`src/rtl/peakd_pkg.sv`:
```
// -----------------------------------------------------------------------------
// peakd_pkg -- shared definitions for the peak detector.
//   peakd_state_e : detector FSM states (IDLE / SEEK / TRACK)
//   PEAKD_IDXW    : default sample-index width
//   PEAKD_CNTW    : default peak-count width
// The sample width comes from the `DATAWIDTH macro (defaults to 16 here so
// the block elaborates stand-alone).
// Optional feature macro used by the block: PEAKD_HOLDOFF_EN.
// -----------------------------------------------------------------------------
`ifndef DATAWIDTH
`define DATAWIDTH 16
`endif

package peakd_pkg;

  typedef enum logic [1:0] {
    IDLE  = 2'd0,
    SEEK  = 2'd1,
    TRACK = 2'd2
  } peakd_state_e;

  localparam int PEAKD_IDXW = 11;
  localparam int PEAKD_CNTW = 8;

endpackage

```
`src/rtl/peakd_holdoff.sv`:
```
// -----------------------------------------------------------------------------
// peakd_holdoff -- minimum-distance counter between detected peaks.
// Loaded with min_dist_i on each emission, then counts accepted samples down
// to zero. While nonzero the detector may not start tracking a new candidate.
// Only instantiated when PEAKD_HOLDOFF_EN is defined.
//   clk        : clock
//   reset_n    : synchronous active-high reset
//   clr_i      : clear counter (start of a new action)
//   load_i     : peak emitted this cycle, reload from min_dist_i
//   dec_i      : sample accepted this cycle
//   min_dist_i : holdoff length in accepted samples
//   idle_o     : counter is zero, tracking permitted
// -----------------------------------------------------------------------------
module peakd_holdoff (
  input  logic       clk,
  input  logic       reset_n,
  input  logic       clr_i,
  input  logic       load_i,
  input  logic       dec_i,
  input  logic [7:0] min_dist_i,
  output logic       idle_o
);

  logic [7:0] cnt_q;
  logic [7:0] cnt_d;

  // Next counter value: clear beats load beats decrement.
  always_comb begin
    cnt_d = cnt_q;
    if (clr_i) begin
      cnt_d = 8'd0;
    end else if (load_i) begin
      cnt_d = min_dist_i;
    end else if (dec_i && (cnt_q != 8'd0)) begin
      cnt_d = cnt_q - 8'd1;
    end else begin
      cnt_d = cnt_q;
    end
  end

  // Counter register with synchronous reset.
  always_ff @(posedge clk) begin
    if (reset_n) begin
      cnt_q <= 8'd0;
    end else begin
      cnt_q <= cnt_d;
    end
  end

  assign idle_o = (cnt_q == 8'd0);

endmodule

```
`src/rtl/peak_detect.sv`:
```
// -----------------------------------------------------------------------------
// peak_detect -- local-maximum detector on the moving-average sample stream.
// A peak is a rising run reaching at least `threshold`, reported when the
// first strictly lower sample arrives. Plateaus report their first index.
//   clk, reset_n : clock, synchronous active-high reset
//   start_act    : new action, clears detection context and statistics
//   peakd_en     : block enable (pass-through stays live when low)
//   vald_din     : sample valid; data_in is the sample
//   threshold    : minimum peak amplitude (unsigned)
//   data_out, valid_out : input stream delayed by one cycle
//   peak_valid   : one-cycle pulse per emitted peak
//   peak_val, peak_idx  : amplitude and index of the last peak
//   peak_cnt     : peaks since start_act (saturating)
//   min_dist     : holdoff in samples, only with PEAKD_HOLDOFF_EN defined
// -----------------------------------------------------------------------------
`ifndef DATAWIDTH
`define DATAWIDTH 16
`endif

module peak_detect
  import peakd_pkg::*;
#(
  parameter int DATAWIDTH = `DATAWIDTH,
  parameter int IDXW      = PEAKD_IDXW,
  parameter int CNTW      = PEAKD_CNTW
) (
  input  logic                 clk,
  input  logic                 reset_n,
  input  logic                 start_act,
  input  logic                 peakd_en,
  input  logic                 vald_din,
  input  logic [DATAWIDTH-1:0] data_in,
  input  logic [DATAWIDTH-1:0] threshold,
  output logic [DATAWIDTH-1:0] data_out,
  output logic                 valid_out,
  output logic                 peak_valid,
  output logic [DATAWIDTH-1:0] peak_val,
  output logic [IDXW-1:0]      peak_idx,
  output logic [CNTW-1:0]      peak_cnt
`ifdef PEAKD_HOLDOFF_EN
  ,
  input  logic [7:0]           min_dist
`endif
);

  localparam logic [IDXW-1:0] IDX_MAX = {IDXW{1'b1}};
  localparam logic [IDXW-1:0] IDX_ONE = {{(IDXW-1){1'b0}}, 1'b1};
  localparam logic [CNTW-1:0] CNT_MAX = {CNTW{1'b1}};
  localparam logic [CNTW-1:0] CNT_ONE = {{(CNTW-1){1'b0}}, 1'b1};

  peakd_state_e         state_q, state_d;
  logic [DATAWIDTH-1:0] last_q, last_d;
  logic [DATAWIDTH-1:0] cand_val_q, cand_val_d;
  logic [IDXW-1:0]      cand_idx_q, cand_idx_d;
  logic [IDXW-1:0]      idx_q, idx_d;
  logic [CNTW-1:0]      cnt_q, cnt_d;
  logic [DATAWIDTH-1:0] pval_q, pval_d;
  logic [IDXW-1:0]      pidx_q, pidx_d;
  logic                 pvalid_q, pvalid_d;
  logic [DATAWIDTH-1:0] dout_q;
  logic                 vout_q;
  logic                 emit_s;
  logic                 accept_s;
  logic                 holdoff_ok_s;

  // A sample only counts when enabled and not being discarded by start_act.
  assign accept_s = vald_din && peakd_en && !start_act;

`ifdef PEAKD_HOLDOFF_EN
  peakd_holdoff u_holdoff (
    .clk        (clk),
    .reset_n    (reset_n),
    .clr_i      (start_act),
    .load_i     (emit_s),
    .dec_i      (accept_s),
    .min_dist_i (min_dist),
    .idle_o     (holdoff_ok_s)
  );
`else
  assign holdoff_ok_s = 1'b1;
`endif

  // Next-state and output logic of the detector FSM.
  always_comb begin
    state_d    = state_q;
    last_d     = last_q;
    cand_val_d = cand_val_q;
    cand_idx_d = cand_idx_q;
    idx_d      = idx_q;
    cnt_d      = cnt_q;
    pval_d     = pval_q;
    pidx_d     = pidx_q;
    pvalid_d   = 1'b0;
    emit_s     = 1'b0;
    if (start_act) begin
      // Pending candidate is dropped, never emitted.
      state_d    = IDLE;
      last_d     = {DATAWIDTH{1'b0}};
      cand_val_d = {DATAWIDTH{1'b0}};
      cand_idx_d = {IDXW{1'b0}};
      idx_d      = {IDXW{1'b0}};
      cnt_d      = {CNTW{1'b0}};
      pval_d     = {DATAWIDTH{1'b0}};
      pidx_d     = {IDXW{1'b0}};
    end else if (!peakd_en) begin
      // Index restarts at 0 when the block is re-enabled.
      state_d    = IDLE;
      cand_val_d = {DATAWIDTH{1'b0}};
      cand_idx_d = {IDXW{1'b0}};
      idx_d      = {IDXW{1'b0}};
    end else if (vald_din) begin
      last_d = data_in;
      if (idx_q != IDX_MAX) begin
        idx_d = idx_q + IDX_ONE;
      end else begin
        idx_d = idx_q;
      end
      case (state_q)
        IDLE: begin
          state_d = SEEK;
        end
        SEEK: begin
          if ((data_in > last_q) && (data_in >= threshold) && holdoff_ok_s) begin
            state_d    = TRACK;
            cand_val_d = data_in;
            cand_idx_d = idx_q;
          end else begin
            state_d = SEEK;
          end
        end
        TRACK: begin
          if (data_in > cand_val_q) begin
            cand_val_d = data_in;
            cand_idx_d = idx_q;
          end else if (data_in < cand_val_q) begin
            emit_s   = 1'b1;
            pvalid_d = 1'b1;
            pval_d   = cand_val_q;
            pidx_d   = cand_idx_q;
            if (cnt_q != CNT_MAX) begin
              cnt_d = cnt_q + CNT_ONE;
            end else begin
              cnt_d = cnt_q;
            end
            state_d = SEEK;
          end else begin
            // Equal sample: plateau keeps its first index.
            state_d = TRACK;
          end
        end
        default: begin
          state_d = IDLE;
        end
      endcase
    end else begin
      // Valid gap: everything stalls.
      state_d = state_q;
    end
  end

  // State and output registers with synchronous reset.
  always_ff @(posedge clk) begin
    if (reset_n) begin
      state_q    <= IDLE;
      last_q     <= {DATAWIDTH{1'b0}};
      cand_val_q <= {DATAWIDTH{1'b0}};
      cand_idx_q <= {IDXW{1'b0}};
      idx_q      <= {IDXW{1'b0}};
      cnt_q      <= {CNTW{1'b0}};
      pval_q     <= {DATAWIDTH{1'b0}};
      pidx_q     <= {IDXW{1'b0}};
      pvalid_q   <= 1'b0;
      dout_q     <= {DATAWIDTH{1'b0}};
      vout_q     <= 1'b0;
    end else begin
      state_q    <= state_d;
      last_q     <= last_d;
      cand_val_q <= cand_val_d;
      cand_idx_q <= cand_idx_d;
      idx_q      <= idx_d;
      cnt_q      <= cnt_d;
      pval_q     <= pval_d;
      pidx_q     <= pidx_d;
      pvalid_q   <= pvalid_d;
      dout_q     <= data_in;
      vout_q     <= vald_din;
    end
  end

  assign data_out   = dout_q;
  assign valid_out  = vout_q;
  assign peak_valid = pvalid_q;
  assign peak_val   = pval_q;
  assign peak_idx   = pidx_q;
  assign peak_cnt   = cnt_q;

endmodule

```
`config.mk`:
```
export PLATFORM = sky130hd
export DESIGN_NAME = peak_detect
export DESIGN_NICKNAME = d
export VERILOG_FILES = /design/src/rtl/peakd_pkg.sv /design/src/rtl/peakd_holdoff.sv /design/src/rtl/peak_detect.sv
export SDC_FILE = /design/constraint.sdc
export NUM_CORES = 1
export LEC_CHECK = 0
export CAP_MARGIN = 10
export CORE_MARGIN = 4
export CORE_UTILIZATION = 30
export CTS_BUF_LIST = sky130_fd_sc_hd__clkbuf_16
export CTS_CLUSTER_DIAMETER = 100
export DETAILED_ROUTE_END_ITERATION = 8
export GPL_TIMING_DRIVEN = 0
export PLACE_DENSITY = 0.59
export SYNTH_ARGS = -nofsm -noshare
export SYNTH_HDL_FRONTEND = slang
export SYNTH_HIERARCHICAL = 1
export SYNTH_SLANG_ARGS = --single-unit
```
`constraint.sdc`:
```
create_clock -name clk -period 7.66 [get_ports clk]
set_input_delay 1.532 -clock clk [delete_from_list [all_inputs] [get_ports clk]]
set_output_delay 1.532 -clock clk [all_outputs]
set_load 0.01 [all_outputs]
```
==> metrics.txt <==
Synth Instances=609; Hold Vio Cnt, Final=0; final core utilization=0.390; slew at the pin closest to its max-slew limit=0.608 ns; list of cells traversed by the critical path=clkdlybuf4s50_1 > ha_1 > nand4_1 > nor2_1 > nor4b_2 > a2111oi_2 > a221o_2 > o31ai_2 > buf_6 > buf_12 > mux2i_1; sum of net half-perimeters after detailed placement=9.85 mm; CTS Hold Buffers Added=0; cell at the root of the clock tree=sky130_fd_sc_hd__clkbuf_16; min cycle time layout=4.26 ns; first-pass GRT wire length=21.0 mm; maximum operating frequency=235 MHz; data required time of the worst path=7.93 ns; CP max-delay cell=sky130_fd_sc_hd__clkdlybuf4s50_1; run status=completed; Cell Count Post-Placement=923; critical path peak fanout=10; category of the worst setup path launch point=primary input; initial core utilization=0.305; largest net degree at the start of global routing=20; classification of the worst-slack hold path=register to register; GRT Overall Usage=0.133; std cell rows=48; Overflow after GRT=0; drt initial violations=153; wire length per cell=13.8 um; Max transition margin=0.595; R2R setup slack=4.98 ns; final max-slew violation count=0; vias in the first global route=4133; layout overhead on the synthesized area=28.2%; overall die width=140 um; CTS tree=done; die extent in y=140 um; final period utilization=0.557; antenna viol nets, final=0; Max Root-Sink Buffers=2; Post-layout nets=796; Routability Congestion=0.777; Worst path max stage delay=0.62 ns; post-route cell area=0.00673 mm^2; Total Wirelength=12.9 mm; max-cap viol count=0; WHS=0.457 ns; post-detailed-route DRC marker count=0; IO Count=90; number of nets in the synthesized netlist=696; leakage power=2.47 nW; library cells used by synthesis=47; number of port buffers=89; leading register cell type out of synthesis=sky130_fd_sc_hd__dfxtp_1; Non-Filler Instances=939; Critical Path Sink Type=register; number of inserted diodes=0; total clock buffers created by CTS=9; Post-synth EDFFs=0; unrepaired setup endpoints after global routing=no; number of H-tree levels=3; die footprint=0.0197 mm^2; post-CTS setup-driven buffer insertion count=0; clock network latency to the later pin of the worst-skew pair=0.35 ns; register bit count reported by yosys=109; number of sinks on the clock net=109; Setup Skew=0.00826 ns; Warnings, synthesis=6; critical path arrival=4.54 ns; clock-pin slew on the worst setup and hold paths=0.07 ns; detail-routed via count per cell=4.54; number of failing setup endpoints in the final timing report=0; share of synthesized registers carrying an async set or reset=0; Post-CTS Resized=0; post-synth design cell area=0.00525 mm^2; share of synthesized area occupied by flip-flops and latches=0.416; final-layout setup total negative slack=0 ns; vias=4266; Post-Place Cell Area=0.00642 mm^2; Power Density=174 mW/mm^2; number of antenna violations at the first check in global routing=0; CP Class=primary input to register; Floorplan Core Area=0.0172 mm^2; Peak supply drop=0.100 mV; average footprint of a synthesized cell=8.62 um^2; length of the first detailed-routing pass in iterations=4; fraction of final layout cells sized beyond drive strength 1=0.0504
[registers in the layout, indices dropped and copies added, names as in the netlist]
| signal | flops |
|---|---|
| cand_idx_q | 11 |
| peak_val | 16 |
| idx_q | 11 |
| cand_val_q | 16 |
| data_out | 16 |
| peak_idx | 11 |
| last_q | 16 |
| peak_valid | 1 |
| peak_cnt | 8 |
| valid_out | 1 |
| state_q | 2 |
[area by class of cell]
cell class,count,area [um^2]
Buffer,25,143
Clock inverter,7,81.3
Sequential cell,109,2180
Fill cell,1766,10500
Timing Repair Buffer,89,891
Inverter,50,188
Tap cell,225,282
Multi-Input combinational cell,425,2740
Clock buffer,9,225
[logic make-up after synthesis]
kind of cell | Yosys count | synth area share
fa+ha+maj | 50 | 0.119
buf+inv | 75 | 0.0629
mux | 40 | 0.0763
xor+xnor | 9 | 0.0150
simple gates | 238 | 0.206
flops | 109 | 0.416
compound gates | 88 | 0.105
[cells in the mapped netlist (2+ instances only)]
master,instances,area (um^2)
sky130_fd_sc_hd__a2111oi_2,3,45.0
sky130_fd_sc_hd__a21o_1,4,30.0
sky130_fd_sc_hd__a21oi_1,54,270
sky130_fd_sc_hd__a221oi_1,2,17.5
sky130_fd_sc_hd__and2_1,3,18.8
sky130_fd_sc_hd__and3_1,2,12.5
sky130_fd_sc_hd__buf_12,2,40.0
sky130_fd_sc_hd__buf_4,2,15.0
sky130_fd_sc_hd__clkbuf_1,19,71.3
sky130_fd_sc_hd__dfxtp_1,109,2180
sky130_fd_sc_hd__ha_1,50,626
sky130_fd_sc_hd__inv_1,50,188
sky130_fd_sc_hd__mux2i_1,40,400
sky130_fd_sc_hd__nand2_1,100,375
sky130_fd_sc_hd__nand3_1,14,70.1
sky130_fd_sc_hd__nand4_1,10,62.6
sky130_fd_sc_hd__nand4_2,2,25.0
sky130_fd_sc_hd__nor2_1,70,263
sky130_fd_sc_hd__nor2b_1,19,119
sky130_fd_sc_hd__nor3_1,6,30.0
sky130_fd_sc_hd__o211ai_1,2,15.0
sky130_fd_sc_hd__o21a_1,2,15.0
sky130_fd_sc_hd__o21ai_0,10,50.1
sky130_fd_sc_hd__or3_1,4,25.0
sky130_fd_sc_hd__xnor2_1,6,52.6
sky130_fd_sc_hd__xor2_1,3,26.3
[report_power, final]
part / internal (mW) / switching (mW)
logic: 0.0533 / 0.0603
registers: 0.573 / 0.00251
clock network: 0.259 / 0.224
[worst max-delay path: cells and delay by family]
family | cells | cell delay, ns
buffers and inverters | 3 | 0.99
AOI/OAI and AO/OA | 3 | 0.75
and+or+nand+nor | 3 | 0.61
adders and majority gates | 1 | 0.44
muxes | 1 | 0.19
[worst paths after layout]
check / from / to / depth (start not counted)
setup reg to reg: cand_val_q[15]$_SDFFE_PP0P_ / cand_val_q[8]$_SDFFE_PP0P_ / 11
hold reg to reg: cand_val_q[13]$_SDFFE_PP0P_ / cand_val_q[13]$_SDFFE_PP0P_ / 2
hold / removal: cand_val_q[13]$_SDFFE_PP0P_ / cand_val_q[13]$_SDFFE_PP0P_ / 2
setup / recovery: data_in[15] / cand_val_q[8]$_SDFFE_PP0P_ / 11
[cells in the final DEF, fill, tap and decap left out, types with 4 or more instances in the layout]
| cell | n |
|---|---|
| sky130_fd_sc_hd__nand4_1 | 10 |
| sky130_fd_sc_hd__nor2b_1 | 19 |
| sky130_fd_sc_hd__nor3_1 | 6 |
| sky130_fd_sc_hd__dfxtp_1 | 109 |
| sky130_fd_sc_hd__nand3_1 | 14 |
| sky130_fd_sc_hd__a21oi_1 | 54 |
| sky130_fd_sc_hd__clkbuf_16 | 9 |
| sky130_fd_sc_hd__or3_1 | 4 |
| sky130_fd_sc_hd__clkbuf_1 | 19 |
| sky130_fd_sc_hd__ha_1 | 50 |
| sky130_fd_sc_hd__xnor2_1 | 6 |
| sky130_fd_sc_hd__nand2_1 | 100 |
| sky130_fd_sc_hd__o21ai_0 | 10 |
| sky130_fd_sc_hd__inv_1 | 50 |
| sky130_fd_sc_hd__a21o_1 | 4 |
| sky130_fd_sc_hd__clkdlybuf4s50_1 | 89 |
| sky130_fd_sc_hd__mux2i_1 | 40 |
| sky130_fd_sc_hd__nor2_1 | 70 |
[layer usage]
metal,up-vias,global-route usage,part of all wire
li1,2239,-,-
met1,1953,0.173,0.48
met2,65,0.220,0.47
met3,9,0.0345,0.044
met4,0,0.0321,0.0097
met5,-,0,0
[through the flow]
step	total power [mW]	setup WS [ns]
global placement	0.703	3.05
floorplan	0.649	4.07
CTS	1.19	3.40
detailed placement	0.704	3.04
global route	1.23	3.25
finish	1.17	3.40
No activity file was read; power rests on OpenSTA's default activity.
==> edit 1 (same flow settings) <==
Change the macro `DATAWIDTH` from 16 to 20. Comments in the files are not updated.
--- a/src/rtl/peakd_pkg.sv
+++ b/src/rtl/peakd_pkg.sv
@@ -10,3 +10,3 @@
 `ifndef DATAWIDTH
-`define DATAWIDTH 16
+`define DATAWIDTH 20
 `endif
Interface: changed (resized data_in, data_out, peak_val and threshold); port bits go from 90 to 106. No check against the original RTL was run, so the function may have changed too.
==> edit 1 against the original RTL <==
Sequential power increased by 15%; critical path depth unchanged; sequential share of layout area decreased by 0.89 points; design area increased by 18%; routed wire length increased by 24%; setup slack improved by 55 ps; global-route usage increased by 1.4 points; fmax increased by 1.3%; sequential cell count increased by 16; via count increased by 21%; area after synthesis increased by 15%; combinational power increased by 20%; total power increased by 32%; largest cell class unchanged.
==> edit 1: results (changes against the original RTL) <==
| Metric | Value |
|---|---|
| Outcome | finished, final reports clean |
| Fillers | 2034 (+15%) |
| Placed cell area | 0.00740 mm² (+15%) |
| Leak pwr | 3.08 nW (+25%) |
| First-pass GRT wire length | 25800 µm (+22%) |
| Pre-CTS WS | 2940 ps (-106 ps) |
| Max Root-Sink Buffers | 2 (unchanged) |
| Worst reg2reg path depth | 12 (+1) |
| Critical Path AT | 4550 ps (about the same) |
| GPL Wtd Cong | 0.795 (+2.3%) |
| Clk_lat worst skew | 410 ps (+60 ps) |
| Synthesized Nets | 835 (+20%) |
| Initial antenna violation count | 1 (+1) |
| WL met1 | 7470 µm (+21%) |
| Starting DRT DRC Count | 226 (+48%) |
| Largest vdd supply drop | 140 µV (+40%) |
| WL per Instance | 14.2 µm (+3.1%) |
| Min-Delay Endpoint | peak_idx[0] |
| Mapped Cells | 728 (+20%) |
| Slew HR | 55.3% (-4.2 points) |
| Vias per cell | 4.57 (+0.57%) |
| Clock Skew | 6.34 ps (-1.91 ps) |
| Post-synth cell types | 45 (-4.3%) |
| Hpwl dp | 12000 µm (+21%) |
| R2R Path Start | cand_val_q[13] |
| NumNets Final | 958 (+20%) |
| Worst stage delay on the critical path | 650 ps (+30 ps) |
| Largest net degree at the start of global routing | 17 (-15%) |
| Ratio of cells with drive above 1 in the final layout | 4.52% (-0.52 points) |
| Max Used Layer | met5 |
| CTS clk-pin slew, worst paths | 50 ps (-20 ps) |
| M2 GR Usage | 24.5% (+2.5 points) |
| Worst Hold Class | flop to flop |
| Non-Filler Instances | 1128 (+20%) |
| Met3 usage in global routing | 4.15% (+0.70 points) |
| Sw frac | 23.4% (-1.1 points) |
| WL met2 | 7420 µm (+23%) |
| Met3 WL | 883 µm (+54%) |
| Met1 Use GR | 18.6% (+1.3 points) |
| Htree depth | 4 (+1) |
| Largest cells by area after synthesis | dfxtp_1, ha_1, nand2_1 |
| Top cells by count, synth | nand2_1, dfxtp_1, a21oi_1 |
| Hold Crit Start | cand_idx_q[0] |
| Worst path top cell family by delay | compound AO/OA/AOI/OAI gates |
| TritonCTS Buffers | 17 (+8) |
| Vias in the first global route | 5074 (+23%) |
| Flop-to-flop setup slack | 5000 ps (+20 ps) |
| Overall Global Routing Usage | 14.7% (+1.4 points) |
| Critical R2R Capture | peak_val[10] |
[edit 1: worst max-delay path by stage]
| stage | startpoint | end | slack, ps |
|---|---|---|---|
| 2_1_floorplan | threshold[2] | cand_idx_q[0] | 4250 |
| 3_3_place_gp | data_in[2] | cand_idx_q[1] | 2950 |
| 3_5_place_dp | data_in[2] | cand_idx_q[3] | 2940 |
| 4_1_cts | data_in[2] | cand_idx_q[8] | 3330 |
| 5_1_grt | data_in[2] | cand_idx_q[2] | 3130 |
| 6_report | data_in[2] | cand_val_q[2] | 3450 |
[edit 1: power by group through the flow]
stage / sequential [W] / clock (W) / combinational [W]
finish: 0.000662 / 0.000750 / 0.000137
global route: 0.000663 / 0.000801 / 0.000155
CTS: 0.000662 / 0.000768 / 0.000139
detailed placement: 0.000676 / 0 / 0.000138
global placement: 0.000676 / 0 / 0.000137
floorplan: 0.000679 / 0 / 0.0000674
[edit 1: logic make-up after synthesis]
kind of cell / Yosys count / synth area share, %
simple gates: 288 / 21.4
flops: 125 / 41.5
compound gates: 117 / 11.2
buf+inv: 95 / 6.44
fa+ha+maj: 62 / 12.9
mux: 32 / 5.32
xor+xnor: 9 / 1.31
[edit 1: metrics by stage]
stage	utilization (%)	hold WS, ps
after floorplan	-	432
after global placement	37.8	443
after detailed placement	37.8	443
after CTS	40.5	453
after global routing	40.5	468
final	40.5	452
[edit 1: cell type report]
| cell class | count | share of cell area [%] |
|---|---|---|
| Buffer | 32 | 1.91 |
| Clock buffer | 17 | 5.36 |
| Clock inverter | 14 | 1.40 |
| Inverter | 63 | 2.98 |
| Multi-Input combinational cell | 508 | 39.5 |
| Sequential cell | 125 | 31.5 |
| Tap cell | 265 | 4.18 |
| Timing Repair Buffer | 104 | 13.1 |
==> edit 2 (config.mk and constraints unchanged) <==
Without the edit above. Reset style: asynchronous (`reset_n`), changed in one clocked block. Comments in the files are not updated.
--- a/src/rtl/peak_detect.sv
+++ b/src/rtl/peak_detect.sv
@@ -161,3 +161,3 @@
   // State and output registers with synchronous reset.
-  always_ff @(posedge clk) begin
+  always_ff @(posedge clk or posedge reset_n) begin
     if (reset_n) begin
Function: differs if reset_n is asserted again (counterexample within 4 cycles, from zero or initial values and one cycle with reset_n high); with reset_n held inactive, the same outputs for 4 cycles.
==> edit 2 against the original RTL <==
Routed wire length rose by 13%; design area is 7.1% higher; total power increased by 3.3%; sequential power up 2%; utilization shrank 0.51 points; area after synthesis rose by 8.7%; setup slack got worse by 430 ps; synthesized cell count down 2.8%; sequential cell count stayed put; largest cell class is now sequential cells; highest routed layer unchanged.
==> edit 2: results (changes against the original RTL) <==
| Metric | Value |
|---|---|
| Outcome | finished, final reports clean |
| Critical Path AT | 4920 ps (+380 ps) |
| Overall Global Routing Usage | 14.1% (+0.85 points) |
| Top cells by count, synth | dfrtp_1, a21oi_1, ha_1 |
| Largest vdd supply drop | 109 µV (+9.2%) |
| Max Root-Sink Buffers | 2 (unchanged) |
| GPL Wtd Cong | 0.795 (+2.4%) |
| Starting DRT DRC Count | 295 (+93%) |
| Placed cell area | 0.00691 mm² (+7.6%) |
| Port bufs | 88 (-1.1%) |
| Root buf cell | clkbuf_16 |
| WL per Instance | 15.7 µm (+14%) |
| Worst Hold Depth | 2 (unchanged) |
| TritonCTS Buffers | 9 (unchanged) |
| Post-synth cell types | 45 (-4.3%) |
| First-pass GRT wire length | 24400 µm (+16%) |
| Fillers | 1849 (+4.7%) |
| Max FO, Critical Path | 10 (unchanged) |
| Ratio of cells with drive above 1 in the final layout | 4.30% (-0.74 points) |
| Vias | 4473 (+4.9%) |
| Post-CTS resize count | 0 (unchanged) |
| Synth warn | 6 (unchanged) |
| # diodes | 0 (unchanged) |
| CTS clk-pin slew, worst paths | 70 ps (about the same) |
| Clk_lat worst skew | 360 ps |
| Synthesized Nets | 683 (-1.9%) |
| Hpwl dp | 10700 µm (+8.2%) |
| Leak pwr | 2.95 nW (+19%) |
| Ys async rst share | 100% (+100 points) |
| Worst Hold Class | flop to flop |
| Setup bufs post-CTS | 0 (unchanged) |
| Slew HR | 34.1% (-25 points) |
| Largest net degree at the start of global routing | 72 (+260%) |
| Top FF cell, synth | dfrtp_1 |
| NumNets Final | 783 (-1.6%) |
| Register area share after synthesis | 47.8% (+6.3 points) |
| Largest cells by area after synthesis | dfrtp_1, ha_1, a21oi_1 |
| Vias in the first global route | 4555 (+10%) |
| Clock Skew | 11.7 ps (+3.44 ps) |
| Initial antenna violation count | 0 (unchanged) |
| Htree depth | 3 (unchanged) |
| Pre-Repair DR Iteration Count | 5 (+1) |
| Worst reg2reg path depth | 11 (unchanged) |
## edit 2: stage by stage
step | utilization, % | std cells | hold WS, ps | setup slack [ps]
6_report | 38.5 | 931 | 522 | 2960
4_1_cts | 38.5 | 931 | 526 | 2940
3_3_place_gp | 36.8 | 914 | 505 | 1380
2_1_floorplan | - | 592 | 484 | 3250
3_5_place_dp | 36.9 | 915 | 507 | 2580
5_1_grt | 38.5 | 931 | 540 | 2760
## edit 2: path summary, 6_finish.rpt
path | from | endpoint | slack, ps
max | data_in[15] | cand_idx_q[3] | 2960
min | last_q[2] | last_q[2] | 520
max reg2reg | cand_val_q[11] | peak_val[5] | 4500
min reg2reg | last_q[2] | last_q[2] | 520
max in group asynchronous | reset_n | data_out[3] | 5440
min in group asynchronous | reset_n | peak_idx[7] | 1550
## edit 2: layout make-up
class                   instances  area, µm²  area share, %
repair buffers                 89        908           12.6
clock inverters                 7       71.3          0.990
plain buffers                  26        128           1.77
multi-input cells             404       2650           36.8
flip-flops and latches        109       2730           37.8
well taps                     234        293           4.06
inverters                      53        204           2.83
clock buffers                   9        225           3.13
## edit 2: kinds of logic after synthesis
| family | count (synthesis) | synth area share, % |
|---|---|---|
| buffers and inverters | 79 | 5.72 |
| muxes | 28 | 4.91 |
| AOI/OAI and AO/OA | 120 | 11.8 |
| DFF | 109 | 47.8 |
| and+or+nand+nor | 190 | 16.0 |
| adders and majority gates | 54 | 11.8 |
| xor gates and xnor gates | 12 | 1.84 |
## edit 2: where the power goes
part           leakage, nW  total (W)  internal (W)  switching, W
Clock                0.140   0.000481      0.000255      0.000227
Combinational         1.34   0.000141     0.0000574     0.0000834
Sequential            1.48   0.000589      0.000584    0.00000434
## edit 2: worst max-delay path, stage by stage
cell and delay [ps]:
clkdlybuf4s50_1 580, ha_1 410, nand4_1 160, or4_1 590, or4_4 460, a41oi_2 250
nand3b_1 350, buf_2 330, o21ai_1 150, a21oi_1 90
## edit 2: layer usage
layer | track usage (%) | share of wire, % | vias up
li1 | - | - | 2248
met1 | 19.3 | 49 | 2132
met2 | 22.4 | 45 | 80
met3 | 2.99 | 4.4 | 13
met4 | 4.56 | 1.6 | 0
met5 | 0 | 0 | -
